<file path="src/rtl/ccff_pkg.sv">
// Shared types and CRC helper for the configuration chain loader.
package ccff_pkg;

    typedef enum logic [2:0] {
        IDLE,
        FETCH,
        SETUP,
        HIGH,
        VERIFY,
        DONE
    } state_e;

    localparam logic [15:0] CRC16_POLY   = 16'h1021;
    localparam logic [15:0] CRC16_INIT   = 16'hFFFF;
    localparam int          CRC_MAX_COLS = 64;

    // One column through CRC-16-CCITT, chain 0 first; columns wider than CRC_MAX_COLS are not supported.
    function automatic logic [15:0] crc16_step(input logic [15:0]             crc,
                                               input logic [CRC_MAX_COLS-1:0] column,
                                               input int                      width);
        logic [15:0] c;
        logic        fb;
        c = crc;
        for (int i = 0; i < CRC_MAX_COLS; i++) begin
            if (i < width) begin
                fb = c[15] ^ column[i];
                c  = {c[14:0], 1'b0} ^ (fb ? CRC16_POLY : 16'h0000);
            end
        end
        return c;
    endfunction

endpackage

</file>
<file path="src/rtl/ccff_prog_clk_gen.sv">
// Half-period counter for prog_clock: strobes the last cycle of the low (setup_end) or high (high_end) phase.
// Counter restarts whenever run_i drops, so a stalled low phase is timed from the cycle the data arrives.
module ccff_prog_clk_gen #(
    parameter int PROG_HALF = 2
) (
    input  logic clk_i,
    input  logic reset_i,
    input  logic run_i,
    input  logic phase_i,
    output logic setup_end_o,
    output logic high_end_o
);

    localparam int HW = (PROG_HALF > 1) ? $clog2(PROG_HALF) : 1;

    logic [HW-1:0] cnt_q, cnt_d;
    logic          last;

    assign last        = (cnt_q == HW'(PROG_HALF - 1));
    assign setup_end_o = run_i && !phase_i && last;
    assign high_end_o  = run_i &&  phase_i && last;

    always_comb begin
        cnt_d = cnt_q;
        if (!run_i || last) begin
            cnt_d = '0;
        end else begin
            cnt_d = cnt_q + 1'b1;
        end
    end

    always_ff @(posedge clk_i) begin
        if (reset_i) begin
            cnt_q <= '0;
        end else begin
            cnt_q <= cnt_d;
        end
    end

endmodule

</file>
<file path="src/rtl/ccff_chain_loader.sv">
// Shifts stream columns into NUM_CHAINS config chains, one column per 2*PROG_HALF clk; s_ready only in FETCH,
// a missing beat holds prog_clock low. Define CCFF_READBACK_EN for CRC-checked recirculation readback.
module ccff_chain_loader
    import ccff_pkg::*;
#(
    parameter int NUM_CHAINS = 10,
    parameter int CHAIN_LEN  = 2048,
    parameter int PROG_HALF  = 2,
    parameter int CNT_W      = $clog2(CHAIN_LEN + 1)
) (
    input  logic                  clk,
    input  logic                  reset,
    input  logic                  start,
    input  logic                  s_valid,
    output logic                  s_ready,
    input  logic [NUM_CHAINS-1:0] s_data,
    output logic [NUM_CHAINS-1:0] ccff_head,
    input  logic [NUM_CHAINS-1:0] ccff_tail,
    output logic                  prog_clock,
    output logic                  busy,
    output logic                  done,
    output logic [CNT_W-1:0]      bit_count
`ifdef CCFF_READBACK_EN
    ,
    output logic                  verify_ok,
    output logic                  verify_fail
`endif
);

    localparam logic [CNT_W-1:0] LAST = CNT_W'(CHAIN_LEN);

    state_e                state_q, state_d;
    logic [NUM_CHAINS-1:0] head_q, head_d;
    logic [CNT_W-1:0]      cnt_q, cnt_d;
    logic                  pclk_q, pclk_d;
    logic                  gen_run, setup_end, high_end;

`ifdef CCFF_READBACK_EN
    logic [15:0]      crc_l_q, crc_l_d;
    logic [15:0]      crc_v_q, crc_v_d;
    logic [CNT_W-1:0] vcnt_q, vcnt_d;
`else
    logic unused_tail;
    assign unused_tail = ^ccff_tail;
`endif

    always_comb begin
        gen_run = 1'b0;
        case (state_q)
            FETCH:               gen_run = s_valid;
            SETUP, HIGH, VERIFY: gen_run = 1'b1;
            default:             gen_run = 1'b0;
        endcase
    end

    // pclk_q doubles as the phase select: it is high exactly during the high half period.
    ccff_prog_clk_gen #(
        .PROG_HALF (PROG_HALF)
    ) u_clk_gen (
        .clk_i       (clk),
        .reset_i     (reset),
        .run_i       (gen_run),
        .phase_i     (pclk_q),
        .setup_end_o (setup_end),
        .high_end_o  (high_end)
    );

    always_comb begin
        state_d = state_q;
        head_d  = head_q;
        cnt_d   = cnt_q;
        pclk_d  = 1'b0;
`ifdef CCFF_READBACK_EN
        crc_l_d = crc_l_q;
        crc_v_d = crc_v_q;
        vcnt_d  = vcnt_q;
`endif
        case (state_q)
            IDLE: begin
                if (start) begin
                    state_d = FETCH;
                    cnt_d   = '0;
`ifdef CCFF_READBACK_EN
                    crc_l_d = CRC16_INIT;
                    crc_v_d = CRC16_INIT;
                    vcnt_d  = '0;
`endif
                end
            end
            FETCH: begin
                if (s_valid) begin
                    head_d = s_data;
`ifdef CCFF_READBACK_EN
                    crc_l_d = crc16_step(crc_l_q, CRC_MAX_COLS'(s_data), NUM_CHAINS);
`endif
                    // The handshake cycle is the first low cycle; PROG_HALF=1 goes straight to HIGH.
                    if (setup_end) begin
                        state_d = HIGH;
                        pclk_d  = 1'b1;
                        cnt_d   = cnt_q + 1'b1;
                    end else begin
                        state_d = SETUP;
                    end
                end
            end
            SETUP: begin
                if (setup_end) begin
                    state_d = HIGH;
                    pclk_d  = 1'b1;
                    cnt_d   = cnt_q + 1'b1;
                end
            end
            HIGH: begin
                pclk_d = 1'b1;
                if (high_end) begin
                    pclk_d = 1'b0;
                    if (cnt_q == LAST) begin
`ifdef CCFF_READBACK_EN
                        state_d = VERIFY;
`else
                        state_d = DONE;
`endif
                    end else begin
                        state_d = FETCH;
                    end
                end
            end
`ifdef CCFF_READBACK_EN
            VERIFY: begin
                pclk_d = pclk_q;
                // Tail is still the pre-shift far-end bit here, so feeding it back rotates each chain by one.
                if (setup_end) begin
                    head_d  = ccff_tail;
                    crc_v_d = crc16_step(crc_v_q, CRC_MAX_COLS'(ccff_tail), NUM_CHAINS);
                    vcnt_d  = vcnt_q + 1'b1;
                    pclk_d  = 1'b1;
                end
                if (high_end) begin
                    pclk_d = 1'b0;
                    if (vcnt_q == LAST) begin
                        state_d = DONE;
                    end
                end
            end
`endif
            DONE: begin
                state_d = IDLE;
            end
            default: begin
                state_d = IDLE;
            end
        endcase
    end

    always_ff @(posedge clk) begin
        if (reset) begin
            state_q <= IDLE;
            head_q  <= '0;
            cnt_q   <= '0;
            pclk_q  <= 1'b0;
`ifdef CCFF_READBACK_EN
            crc_l_q <= CRC16_INIT;
            crc_v_q <= CRC16_INIT;
            vcnt_q  <= '0;
`endif
        end else begin
            state_q <= state_d;
            head_q  <= head_d;
            cnt_q   <= cnt_d;
            pclk_q  <= pclk_d;
`ifdef CCFF_READBACK_EN
            crc_l_q <= crc_l_d;
            crc_v_q <= crc_v_d;
            vcnt_q  <= vcnt_d;
`endif
        end
    end

    assign s_ready    = (state_q == FETCH);
    assign busy       = (state_q == FETCH) || (state_q == SETUP) ||
                        (state_q == HIGH)  || (state_q == VERIFY);
    assign done       = (state_q == DONE);
    assign ccff_head  = head_q;
    assign prog_clock = pclk_q;
    assign bit_count  = cnt_q;

`ifdef CCFF_READBACK_EN
    assign verify_ok   = (state_q == DONE) && (crc_l_q == crc_v_q);
    assign verify_fail = (state_q == DONE) && (crc_l_q != crc_v_q);
`endif

endmodule

</file>
<file path="config.mk">
export PLATFORM = sky130hd
export DESIGN_NAME = ccff_chain_loader
export DESIGN_NICKNAME = d
export VERILOG_FILES = /design/src/rtl/ccff_pkg.sv /design/src/rtl/ccff_prog_clk_gen.sv /design/src/rtl/ccff_chain_loader.sv
export SDC_FILE = /design/constraint.sdc
export NUM_CORES = 1
export LEC_CHECK = 0
export ABC_AREA = 1
export CAP_MARGIN = 0
export CORE_MARGIN = 2
export CORE_UTILIZATION = 45
export DETAILED_ROUTE_END_ITERATION = 6
export PLACE_DENSITY = 0.85
export SETUP_SLACK_MARGIN = 0.15
export SKIP_CTS_REPAIR_TIMING = 1
export SYNTH_ARGS = -nofsm -noshare
export SYNTH_HDL_FRONTEND = slang
export SYNTH_SLANG_ARGS = --single-unit
</file>
<file path="constraint.sdc">
create_clock -name clk -period 1.97 [get_ports clk]
set_clock_uncertainty 0.05 [all_clocks]
set_input_delay 0.4925 -clock clk [delete_from_list [all_inputs] [get_ports clk]]
set_output_delay 0.4925 -clock clk [all_outputs]
set_load 0.05 [all_outputs]
</file>
## Word-level counts from Yosys, hierarchy flattened

Index checks and enable logic that the tools add are counted.

| word-level totals | value |
|---|---|
| register bits after elaboration | 27 |
| output and inout port bits | 26 |
| input port bits | 24 |
| logic and storage cells | 50 |
| memories | 0 |
| bits in writable memories | 0 |
| latch bits | 0 |
| memory bits (read-only) | 0 |

| operators by class | value |
|---|---|
| bitwise logic cells | 0 |
| divide/modulo/power cells | 0 |
| multiplexer cells | 16 |
| add/subtract/negate cells | 2 |
| reductions and logical operators | 17 |
| eq/ne operators | 10 |
| shift operators | 0 |
| order comparisons | 0 |
| multipliers | 0 |

Operators with widths:

| cell | count |
|---|---|
| 2-to-1 mux 12 bit | 3 |
| one-hot mux 12 bit (3 select lines) | 1 |
| 2-to-1 mux 3 bit | 5 |
| adder 12 x 1 -> 12 bit (second input constant) | 1 |
| equality test 12 bit (second input constant) | 1 |
| one-hot mux 3 bit (4 select lines) | 1 |
| != test 2 bit (second input constant) | 4 |
| equality test 3 x 2 -> 1 bit (second input constant) | 2 |
| equality test 3 bit (second input constant) | 2 |
| logical AND 1 bit | 4 |
| logical OR 1 bit | 4 |
| 2-to-1 mux 1 bit | 4 |
| AND reduction 4 bit | 1 |
| equality test 3 x 1 -> 1 bit (second input constant) | 1 |
| zero test 3 bit | 1 |
| one-hot mux 1 bit (3 select lines) | 1 |
| AND reduction 3 bit | 1 |
| nonzero test 3 bit | 1 |
| OR reduction 3 bit | 1 |
| zero test 1 bit | 2 |
| one-hot mux 1 bit (2 select lines) | 1 |
| AND reduction 2 bit | 1 |
| OR reduction 2 bit | 1 |
| adder 1 bit (second input constant) | 1 |

## Longest topological paths before layout

Gate-level depths: netlist of the first run.

| depth | value |
|---|---|
| word-level depth | 8 |
| gate-level depth with buffers | 10 |
| depth with buffers taken out | 10 |

## By module

From an unflattened synthesis of the first run, not the netlist that was laid out.

| second synthesis, totals | value |
|---|---|
| cells, all modules | 227 |
| area total of the unflattened synthesis | 1470.2 um2 |

By module, submodules not included:

| module | area an instance (um2) | cells an instance | seq. area each (um2) | instances |
|---|---|---|---|---|
| ccff_chain_loader | 1423.9 | 219 | 520.5 | 1 |
| ccff_prog_clk_gen | 46.3 | 8 | 20.0 | 1 |

## Worst setup path before layout of the first run

OpenSTA, ideal clock, no wires.

| path | value |
|---|---|
| kind | flip-flop to flip-flop |
| from | register cnt_q[1] (netlist: bit_count[1]) |
| to | register cnt_q[10] (netlist: bit_count[10]) |
| required time | 1.850 ns |
| buffers on the path | 0 |
| data arrival time | 1.696 ns |
| stages on the path, launching flop included | 10 |
| setup time | 0.070 ns |
| path slack | 0.154 ns |
| clock period less this slack | 1.816 ns |
| cells stage by stage | dfxtp_1 > ha_1 > nand2_1 > nor2_1 > nand3_1 > nor2_1 > nand3_1 > nand2_1 > nand2_1 > a21oi_2 |

| on the way | value |
|---|---|
| word-level cells in the longest chain between the ends | 4 |

Ends and longest elaborated chain:

| what | line | RTL |
|---|---|---|
| start: declaration | ccff_chain_loader.sv:34 | `logic [CNT_W-1:0] cnt_q, cnt_d;` |
| start signal: assignment | ccff_chain_loader.sv:169 | `cnt_q <= cnt_d;` |
| adder 12 x 1 -> 12 bit (*) | ccff_chain_loader.sv:100, ccff_chain_loader.sv:110 |  |
| 2-to-1 mux 12 bit (*) | ccff_chain_loader.sv:97, ccff_chain_loader.sv:107 |  |
| 2-to-1 mux 12 bit | ccff_chain_loader.sv:91 | `if (s_valid) begin` |
| one-hot mux 12 bit (3 select lines) (*) | ccff_chain_loader.sv:78 | `case (state_q)` |

Mark *: on every way between the ends. The rest lies on a longest branch, timed or not. The select of a mux whose other input is x is not followed.
A chain may end at the register's enable or synchronous reset.

## Worst setup path in the final report of the first run

| path | value |
|---|---|
| from | register state_q[0] |
| to | output port busy |

| on the way | value |
|---|---|
| word-level cells in the longest chain between the ends | 4 |
| elaborated cells between the ends (all ways) | 7 |
| those cells by class | eq/ne (4); reduce/logical (3) |

Ends and longest elaborated chain:

| what | line | RTL |
|---|---|---|
| start: declaration | ccff_chain_loader.sv:32 | `state_e state_q, state_d;` |
| start signal: assignment | ccff_chain_loader.sv:167 | `state_q <= state_d;` |
| equality test 3 x 1 -> 1 bit / equality test 3 x 2 -> 1 bit (equally long branches) | ccff_chain_loader.sv:180 | `assign busy = (state_q == FETCH) \|\| (state_q == SETUP) \|\|` |
| logical OR 1 bit (2 in series) | ccff_chain_loader.sv:180 |  |
| logical OR 1 bit (*) | ccff_chain_loader.sv:181 | `(state_q == HIGH) \|\| (state_q == VERIFY);` |
| end: declaration | ccff_chain_loader.sv:20 | `output logic busy,` |

Mark *: on every way between the ends. The rest lies on a longest branch, timed or not.

==> results of run 1 <==
## logic make-up (layout without fill, tap and decap cells)
kind of cell / after synthesis / count (layout) / share of synthesized area [%]
xor gates and xnor gates: 3 / 3 / 1.761
buffers and inverters: 36 / 82 / 10.14
AOI/OAI and AO/OA: 31 / 31 / 14.08
adders and majority gates: 2 / 2 / 1.676
DFF: 27 / 27 / 36.21
and+or+nand+nor: 112 / 112 / 36.13
## power by group through the flow
stage | Clock, mW | Combinational (mW) | Sequential (mW)
floorplan | 0 | 0.817 | 0.884
detailed placement | 0 | 1.34 | 0.701
global route | 0.269 | 1.47 | 0.705
finish | 0.242 | 1.36 | 0.694
global placement | 0 | 1.32 | 0.697
CTS | 0.241 | 1.34 | 0.688
## cell usage in the layout, fill, tap and decap left out, types with 2 or more instances in the layout
cell type	synthesis	layout
inv_1	28	28
nor4_1	2	2
o21ai_2	2	2
o21ai_0	14	14
nor3_1	4	4
buf_12	1	3
dfxtp_2	0	3
nand3_1	17	17
clkbuf_4	0	3
a21oi_1	4	4
dfxtp_1	27	24
xor2_1	3	3
nand4_1	4	4
ha_1	2	2
clkdlybuf4s50_1	0	13
nand2_4	2	2
nand2_1	31	31
nand2_2	11	11
nor2_2	0	2
nor2_1	36	34
inv_2	3	3
a21oi_2	9	9
nor2_4	2	2
buf_4	0	30
## state kept, by name, indices dropped and copies added, names as in the netlist
name,cells
bit_count,12
ccff_head,10
state_q,3
prog_clock,1
u_clk_gen.cnt_q,1
## layout make-up
type / instances / area, µm²
fill: 293 / 1136
multi-input combinational: 148 / 805.8
sequential: 27 / 544.3
timing repair buffer: 46 / 415.4
inverter: 32 / 120.1
tap: 44 / 55.05
clock buffer: 4 / 26.28
## worst max-delay path: cells and delay by family (launching register included)
family        cells  cell delay [ns]
buf+inv           2             0.29
flops             1             0.37
simple gates      2             0.26
## worst paths after layout
check,endpoint,slack (ns),cells past startpoint
worst max register to register,bit_count[11],0.35,8
worst min-delay path,ccff_head[0],0.45,2
worst min register to register,ccff_head[0],0.45,2
worst max-delay path,busy,0.18,4
## per-stage QoR
step                power, mW  instances
finish                  2.294        301
global route            2.449        301
CTS                     2.272        300
detailed placement      2.040        296
global placement        2.012        296
floorplan               1.700        211
## per-layer routing
metal  routed length [µm]  global-route usage [%]  vias up  share of wire (%)
li1                     -                       -      763                  -
met1                 1555                   25.67      669                 45
met2                 1690                   35.49       36                 48
met3                  168                   3.361        9                4.8
met4                   72                   8.207        0                2.1
met5                    0                       0        -                  0
==> tab_implementation.tex, run 1 <==
\begin{tabular}{lr}
\hline
Metric & Value \\
\hline
\multicolumn{2}{l}{\textbf{Yosys}} \\
Average cell area after synthesis & 7.074 µm² \\
Post-synthesis sequential area ratio & 36.21\% \\
Yosys top cell area share & 36.21\% \\
Post-Synthesis Cell Area & 1493 µm² \\
Async set-reset flop share out of synthesis & 0\% \\
Post-synthesis cell type with the largest combined area & dfxtp\_1 \\
Net Count, Synth & 237 \\
Number of flops mapped to enable cells by yosys & 0 \\
Cells after synthesis & 211 \\
Leading post-synthesis cells by instance count & nor2\_1, nand2\_1, inv\_1 \\
Synth top area cells & dfxtp\_1, nor2\_1, nand2\_1, inv\_1, nand3\_1 \\
Prevailing post-synth register cell & dfxtp\_1 \\
Number of warnings printed during yosys synthesis & 0 \\
Synth unique cells & 27 \\
Library cell with the highest instance count after synthesis & nor2\_1 \\
\#FFs+latches synth & 27 \\
\multicolumn{2}{l}{\textbf{Critical path}} \\
Library cell contributing the largest single delay on the critical path & dfxtp\_2 \\
Worst Path Class, Setup & reg -> out \\
Cells along the critical path & inv\_1 > nand3\_1 > nand2\_2 > buf\_12 \\
Maximum fanout along the worst path & 5 \\
Kind of capture point of the worst setup path & primary output \\
WP data required & 1.43 ns \\
Type of origin of the critical path & register \\
Crit path largest cell delay & 0.37 ns \\
Worst flop-to-flop path startpoint & state\_q[1] \\
Source of the critical timing path & state\_q[0] \\
Worst path arrival time & 1.25 ns \\
\multicolumn{2}{l}{\textbf{Die}} \\
Initial Utilization & 48.10\% \\
Number of rows created at floorplan & 20 \\
Floorplan die area & 3794 µm² \\
Die outline width & 61.60 µm \\
Die Ht & 61.60 µm \\
Io pins & 50 \\
Area of the core & 3103 µm² \\
\multicolumn{2}{l}{\textbf{Placed design}} \\
Placed cell area & 1924 µm² \\
Worst setup slack after placement & 0.01687 ns \\
Final weighted congestion of routability-driven global placement & 0.9315 \\
Detail Placement HPWL & 2663 µm \\
Quantity of I/O buffers inserted on ports & 39 \\
\multicolumn{2}{l}{\textbf{Global route}} \\
Largest net degree at the start of global routing & 15 \\
Vias in the first global route & 1372 \\
Number of antenna violations at the first check in global routing & 0 \\
Overflow after GRT & 0 \\
Global-route total usage across every layer & 20.66\% \\
First-pass GRT wire length & 5920 µm \\
\multicolumn{2}{l}{\textbf{Route}} \\
WL/cell & 11.58 µm \\
Antenna Nets Post-Route & 0 \\
Average via count per standard cell & 4.907 \\
Remaining DRCs & 0 \\
Initial detailed-routing violation count & 78 \\
Pre-antenna DRT Iters & 4 \\
Total Routed Length & 3487 µm \\
Total number of vias & 1477 \\
\multicolumn{2}{l}{\textbf{Clock tree}} \\
H-tree depth reported by CTS & 1 \\
Clk slew on worst S/H paths & 0.13 ns \\
Clock latency of the later-clocked register in the worst-skew pair & 0.33 ns \\
Total clock buffers created by CTS & 3 \\
Clock root buffer & clkbuf\_4 \\
Maximum buffer depth of the clock tree & 2 \\
TritonCTS clock tree & yes \\
Count of clock tree sinks & 27 \\
\multicolumn{2}{l}{\textbf{Timing}} \\
Number of endpoints failing setup at the final stage & 0 \\
Setup repair after global routing missed its margin & yes \\
Slew Limit Headroom & 74.02\% \\
Final-layout worst hold slack & 0.4505 ns \\
Final critical delay including setup and external delays & 1.790 ns \\
Final setup TNS & 0 ns \\
Timing-limited maximum frequency & 558.7 MHz \\
Setup WS post-layout & 0.1802 ns \\
Tcrit/Tclk final & 90.85\% \\
Final-report max-slew violation count & 0 \\
Transition at the pin with the smallest max-transition slack & 0.3893 ns \\
Total count of hold-check failures in the final report & 0 \\
\multicolumn{2}{l}{\textbf{Layout}} \\
Proportion of layout cells with a drive suffix above 1 & 28.40\% \\
Cell area after layout & 1967 µm² \\
Synth-to-layout area growth & 31.77\% \\
Antenna Cells & 0 \\
NumNets Final & 284 \\
Final standard cell utilization of the core & 63.39\% \\
\multicolumn{2}{l}{\textbf{Min path}} \\
Worst min-delay path class & reg -> reg \\
HP Start & ccff\_head[0] \\
\multicolumn{2}{l}{\textbf{Power}} \\
Maximum VDD drop & 0.4634 mV \\
Pwr Density & 1166 nW/µm² \\
Flop pwr share & 30.2\% \\
Relative contribution of the clock network to total power & 10.5\% \\
Switching portion of total power & 48.00\% \\
Leak Pwr & 0.8412 nW \\
Combinational cell fraction of total power & 59.2\% \\
Internal power summed over all cells & 1.193 mW \\
Net switching power figure & 1.101 mW \\
\multicolumn{2}{l}{\textbf{Outcome}} \\
Outcome & finished clean \\
\multicolumn{2}{l}{\textbf{Flow run}} \\
MaxCap Viol Count & 0 \\
\hline
\end{tabular}
No activity file was read; power rests on OpenSTA's default activity.
==> inputs of run 2 (changes only) <==
--- a/config.mk
+++ b/config.mk
@@ -8,11 +8,11 @@
 export ABC_AREA = 1
 export CAP_MARGIN = 0
 export CORE_MARGIN = 2
-export CORE_UTILIZATION = 45
+export CORE_UTILIZATION = 35
 export DETAILED_ROUTE_END_ITERATION = 6
-export PLACE_DENSITY = 0.85
-export SETUP_SLACK_MARGIN = 0.15
+export PLACE_DENSITY = 0.7
 export SKIP_CTS_REPAIR_TIMING = 1
 export SYNTH_ARGS = -nofsm -noshare
 export SYNTH_HDL_FRONTEND = slang
+export SYNTH_HIERARCHICAL = 1
 export SYNTH_SLANG_ARGS = --single-unit
==> tab_implementation.tex, run 2 <==
\begin{tabular}{lr}
\hline
Metric & Value \\
\hline
\multicolumn{2}{l}{\textbf{Yosys}} \\
Prevailing post-synth register cell & dfxtp\_1 (unchanged) \\
Synth unique cells & 28 (was 27) \\
Yosys top cell area share & 36.77\% (was 36.21\%) \\
Synth top area cells & dfxtp\_1, nand2\_1, nor2\_1, inv\_1, nand3\_1 (was dfxtp\_1, nor2\_1, nand2\_1, inv\_1, nand3\_1) \\
Library cell with the highest instance count after synthesis & nand2\_1 (was nor2\_1) \\
Post-Synthesis Cell Area & 1470 µm² (was 1493 µm²) \\
Leading post-synthesis cells by instance count & nand2\_1, nor2\_1, dfxtp\_1 (was nor2\_1, nand2\_1, inv\_1) \\
\#FFs+latches synth & 27 (unchanged) \\
Average cell area after synthesis & 6.476 µm² (was 7.074 µm²) \\
Number of flops mapped to enable cells by yosys & 0 (unchanged) \\
Async set-reset flop share out of synthesis & 0\% (unchanged) \\
Cells after synthesis & 227 (was 211) \\
Net Count, Synth & 253 (was 237) \\
Post-synthesis cell type with the largest combined area & dfxtp\_1 (unchanged) \\
Post-synthesis sequential area ratio & 36.77\% (was 36.21\%) \\
Number of warnings printed during yosys synthesis & 6 (was 0) \\
\multicolumn{2}{l}{\textbf{Placed design}} \\
Detail Placement HPWL & 2551 µm (was 2663 µm) \\
Final weighted congestion of routability-driven global placement & 0.8206 (was 0.9315) \\
Quantity of I/O buffers inserted on ports & 39 (unchanged) \\
Placed cell count & 321 (was 296) \\
Placed cell area & 1981 µm² (was 1924 µm²) \\
\multicolumn{2}{l}{\textbf{Timing}} \\
Tcrit/Tclk final & 94.54\% (was 90.85\%) \\
Number of endpoints failing setup at the final stage & 0 (unchanged) \\
Final-layout worst hold slack & 0.4411 ns (was 0.4505 ns) \\
Final critical delay including setup and external delays & 1.862 ns (was 1.790 ns) \\
Transition at the pin with the smallest max-transition slack & 0.3252 ns (was 0.3893 ns) \\
Final-report max-slew violation count & 0 (unchanged) \\
Total count of hold-check failures in the final report & 0 (unchanged) \\
Setup repair after global routing missed its margin & no (was yes) \\
Slew Limit Headroom & 78.30\% (was 74.02\%) \\
Timing-limited maximum frequency & 536.9 MHz (was 558.7 MHz) \\
\multicolumn{2}{l}{\textbf{Min path}} \\
Worst min-delay path class & reg -> reg (unchanged) \\
HP Start & ccff\_head[0] (unchanged) \\
\multicolumn{2}{l}{\textbf{Layout}} \\
Antenna Cells & 0 (unchanged) \\
Proportion of layout cells with a drive suffix above 1 & 22.55\% (was 28.40\%) \\
Register Area & 546.8 µm² (was 544.3 µm²) \\
Cell area after layout & 2028 µm² (was 1967 µm²) \\
Filler cell count & 431 (was 293) \\
Finished Layout Cells & 325 (was 301) \\
Synth-to-layout area growth & 37.96\% (was 31.77\%) \\
Most common library cell in the layout ignoring fill and taps & nand2\_1 (was nor2\_1) \\
Most used cells in the layout excluding fill and tap cells & nand2\_1, nor2\_1, buf\_4 (was nor2\_1, nand2\_1, buf\_4) \\
NumNets Final & 302 (was 284) \\
Number of flip-flops under the largest register name & 12 (unchanged) \\
Multi-input gate area in the final layout & 799.5 µm² (was 805.8 µm²) \\
\multicolumn{2}{l}{\textbf{Clock tree}} \\
H-tree depth reported by CTS & 1 (unchanged) \\
Clock latency of the later-clocked register in the worst-skew pair & 0.28 ns (was 0.33 ns) \\
TritonCTS clock tree & yes (unchanged) \\
Maximum buffer depth of the clock tree & 2 (unchanged) \\
Total clock buffers created by CTS & 3 (unchanged) \\
Clock root buffer & clkbuf\_8 (was clkbuf\_4) \\
Clk slew on worst S/H paths & 0.10 ns (was 0.13 ns) \\
Count of clock tree sinks & 27 (unchanged) \\
\multicolumn{2}{l}{\textbf{Critical path}} \\
WP data required & 1.43 ns (about the same) \\
Worst path arrival time & 1.32 ns (was 1.25 ns) \\
Maximum fanout along the worst path & 7 (was 5) \\
Worst Path Class, Setup & reg -> out (unchanged) \\
Type of origin of the critical path & register (unchanged) \\
Library cell contributing the largest single delay on the critical path & dfxtp\_2 (unchanged) \\
Source of the critical timing path & state\_q[0] (unchanged) \\
Kind of capture point of the worst setup path & primary output (unchanged) \\
Count of buffer and inverter cells on the critical path & 1 (was 2) \\
Crit path largest cell delay & 0.40 ns (was 0.37 ns) \\
Top cell family by delay on the critical path & flip-flops (unchanged) \\
Worst flop-to-flop path startpoint & state\_q[1] (unchanged) \\
Cells along the critical path & nor2\_1 > a21oi\_1 > nand2\_1 > buf\_12 (was inv\_1 > nand3\_1 > nand2\_2 > buf\_12) \\
\multicolumn{2}{l}{\textbf{Die}} \\
Die outline width & 68.81 µm (was 61.60 µm) \\
Number of rows created at floorplan & 23 (was 20) \\
Io pins & 50 (unchanged) \\
Die Ht & 68.81 µm (was 61.60 µm) \\
Floorplan die area & 4735 µm² (was 3794 µm²) \\
Initial Utilization & 36.49\% (was 48.10\%) \\
Area of the core & 4029 µm² (was 3103 µm²) \\
\multicolumn{2}{l}{\textbf{Power}} \\
Maximum VDD drop & 0.5641 mV (was 0.4634 mV) \\
Leak Pwr & 0.8732 nW (was 0.8412 nW) \\
Pwr Density & 1158 nW/µm² (was 1166 nW/µm²) \\
Power Total & 2.348 mW (was 2.294 mW) \\
\multicolumn{2}{l}{\textbf{Global route}} \\
Largest net degree at the start of global routing & 16 (was 15) \\
First-pass GRT wire length & 5547 µm (was 5920 µm) \\
Vias in the first global route & 1317 (was 1372) \\
Global-route total usage across every layer & 15.78\% (was 20.66\%) \\
Number of antenna violations at the first check in global routing & 0 (unchanged) \\
Overflow after GRT & 0 (unchanged) \\
\multicolumn{2}{l}{\textbf{Route}} \\
Remaining DRCs & 0 (unchanged) \\
Initial detailed-routing violation count & 50 (was 78) \\
Pre-antenna DRT Iters & 4 (unchanged) \\
Total Routed Length & 3415 µm (was 3487 µm) \\
Antenna Nets Post-Route & 0 (unchanged) \\
Total number of vias & 1478 (was 1477) \\
WL/cell & 10.51 µm (was 11.58 µm) \\
Average via count per standard cell & 4.548 (was 4.907) \\
\multicolumn{2}{l}{\textbf{Outcome}} \\
Outcome & finished clean (unchanged) \\
\multicolumn{2}{l}{\textbf{Flow run}} \\
MaxCap Viol Count & 0 (unchanged) \\
\hline
\end{tabular}
-- run 2: cell types whose count changed after synthesis, sizes merged, moves of 3 or more --
cell	previous run	this run
o21ai	16	12
xor2	3	0
a21oi	14	10
nand3	18	21
nor3	4	0
nand4	4	7
nand2	44	59
nor2	38	48
-- run 2: cell families (layout without fill, tap and decap cells) --
| family | Yosys count | in the layout | share of synthesized area [%] |
|---|---|---|---|
| simple gates | 137 | 137 | 41.19 |
| compound gates | 24 | 24 | 9.533 |
| fa+ha+maj | 2 | 2 | 1.702 |
| buf+inv | 36 | 84 | 10.21 |
| flops | 27 | 27 | 36.77 |
| xor+xnor | 1 | 1 | 0.5959 |
-- run 2: layer usage --
layer / up-vias / track usage [%] / share of wire [%]
li1: 808 / - / -
met1: 624 / 18.23 / 45
met2: 42 / 27.04 / 45
met3: 4 / 4.870 / 8.2
met4: 0 / 6.373 / 1.2
met5: - / 0 / 0
-- run 2: area by class of cell --
cell class	instances	share of cell area, %
inverter	30	5.675
sequential	27	26.96
timing repair buffer	50	22.58
tap	50	3.085
clock buffer	3	2.036
multi-input combinational	164	39.42
clock inverter	1	0.2468
-- run 2: final timing paths --
path                                     end  slack (ns)  cells after the start
worst max register to register  bit_count[4]        0.28                     14
worst min-delay path            ccff_head[0]        0.44                      2
worst max-delay path                    busy        0.11                      4
worst min register to register  ccff_head[0]        0.44                      2
-- run 2: where the power goes --
part           switching (mW)  internal [mW]
sequential             0.0675          0.634
clock                   0.184          0.142
combinational           0.802          0.518
-- run 2: per-stage QoR --
| stage | setup WS [ns] | util (%) | TNS [ns] |
|---|---|---|---|
| 6_report | 0.1076 | 50.34 | 0 |
| 5_1_grt | 0.01572 | 50.34 | 0 |
| 4_1_cts | 0.09912 | 50.31 | 0 |
| 3_5_place_dp | -0.06258 | 49.16 | -0.3025 |
| 3_3_place_gp | -0.05069 | 49.16 | -0.2101 |
| 2_1_floorplan | 0.01081 | - | 0 |
-- run 2: worst min-delay path, cell delays in order, from the launching register on --
cell     delay, ns
dfxtp_1       0.32
nor2_1        0.09
nor2_1        0.05
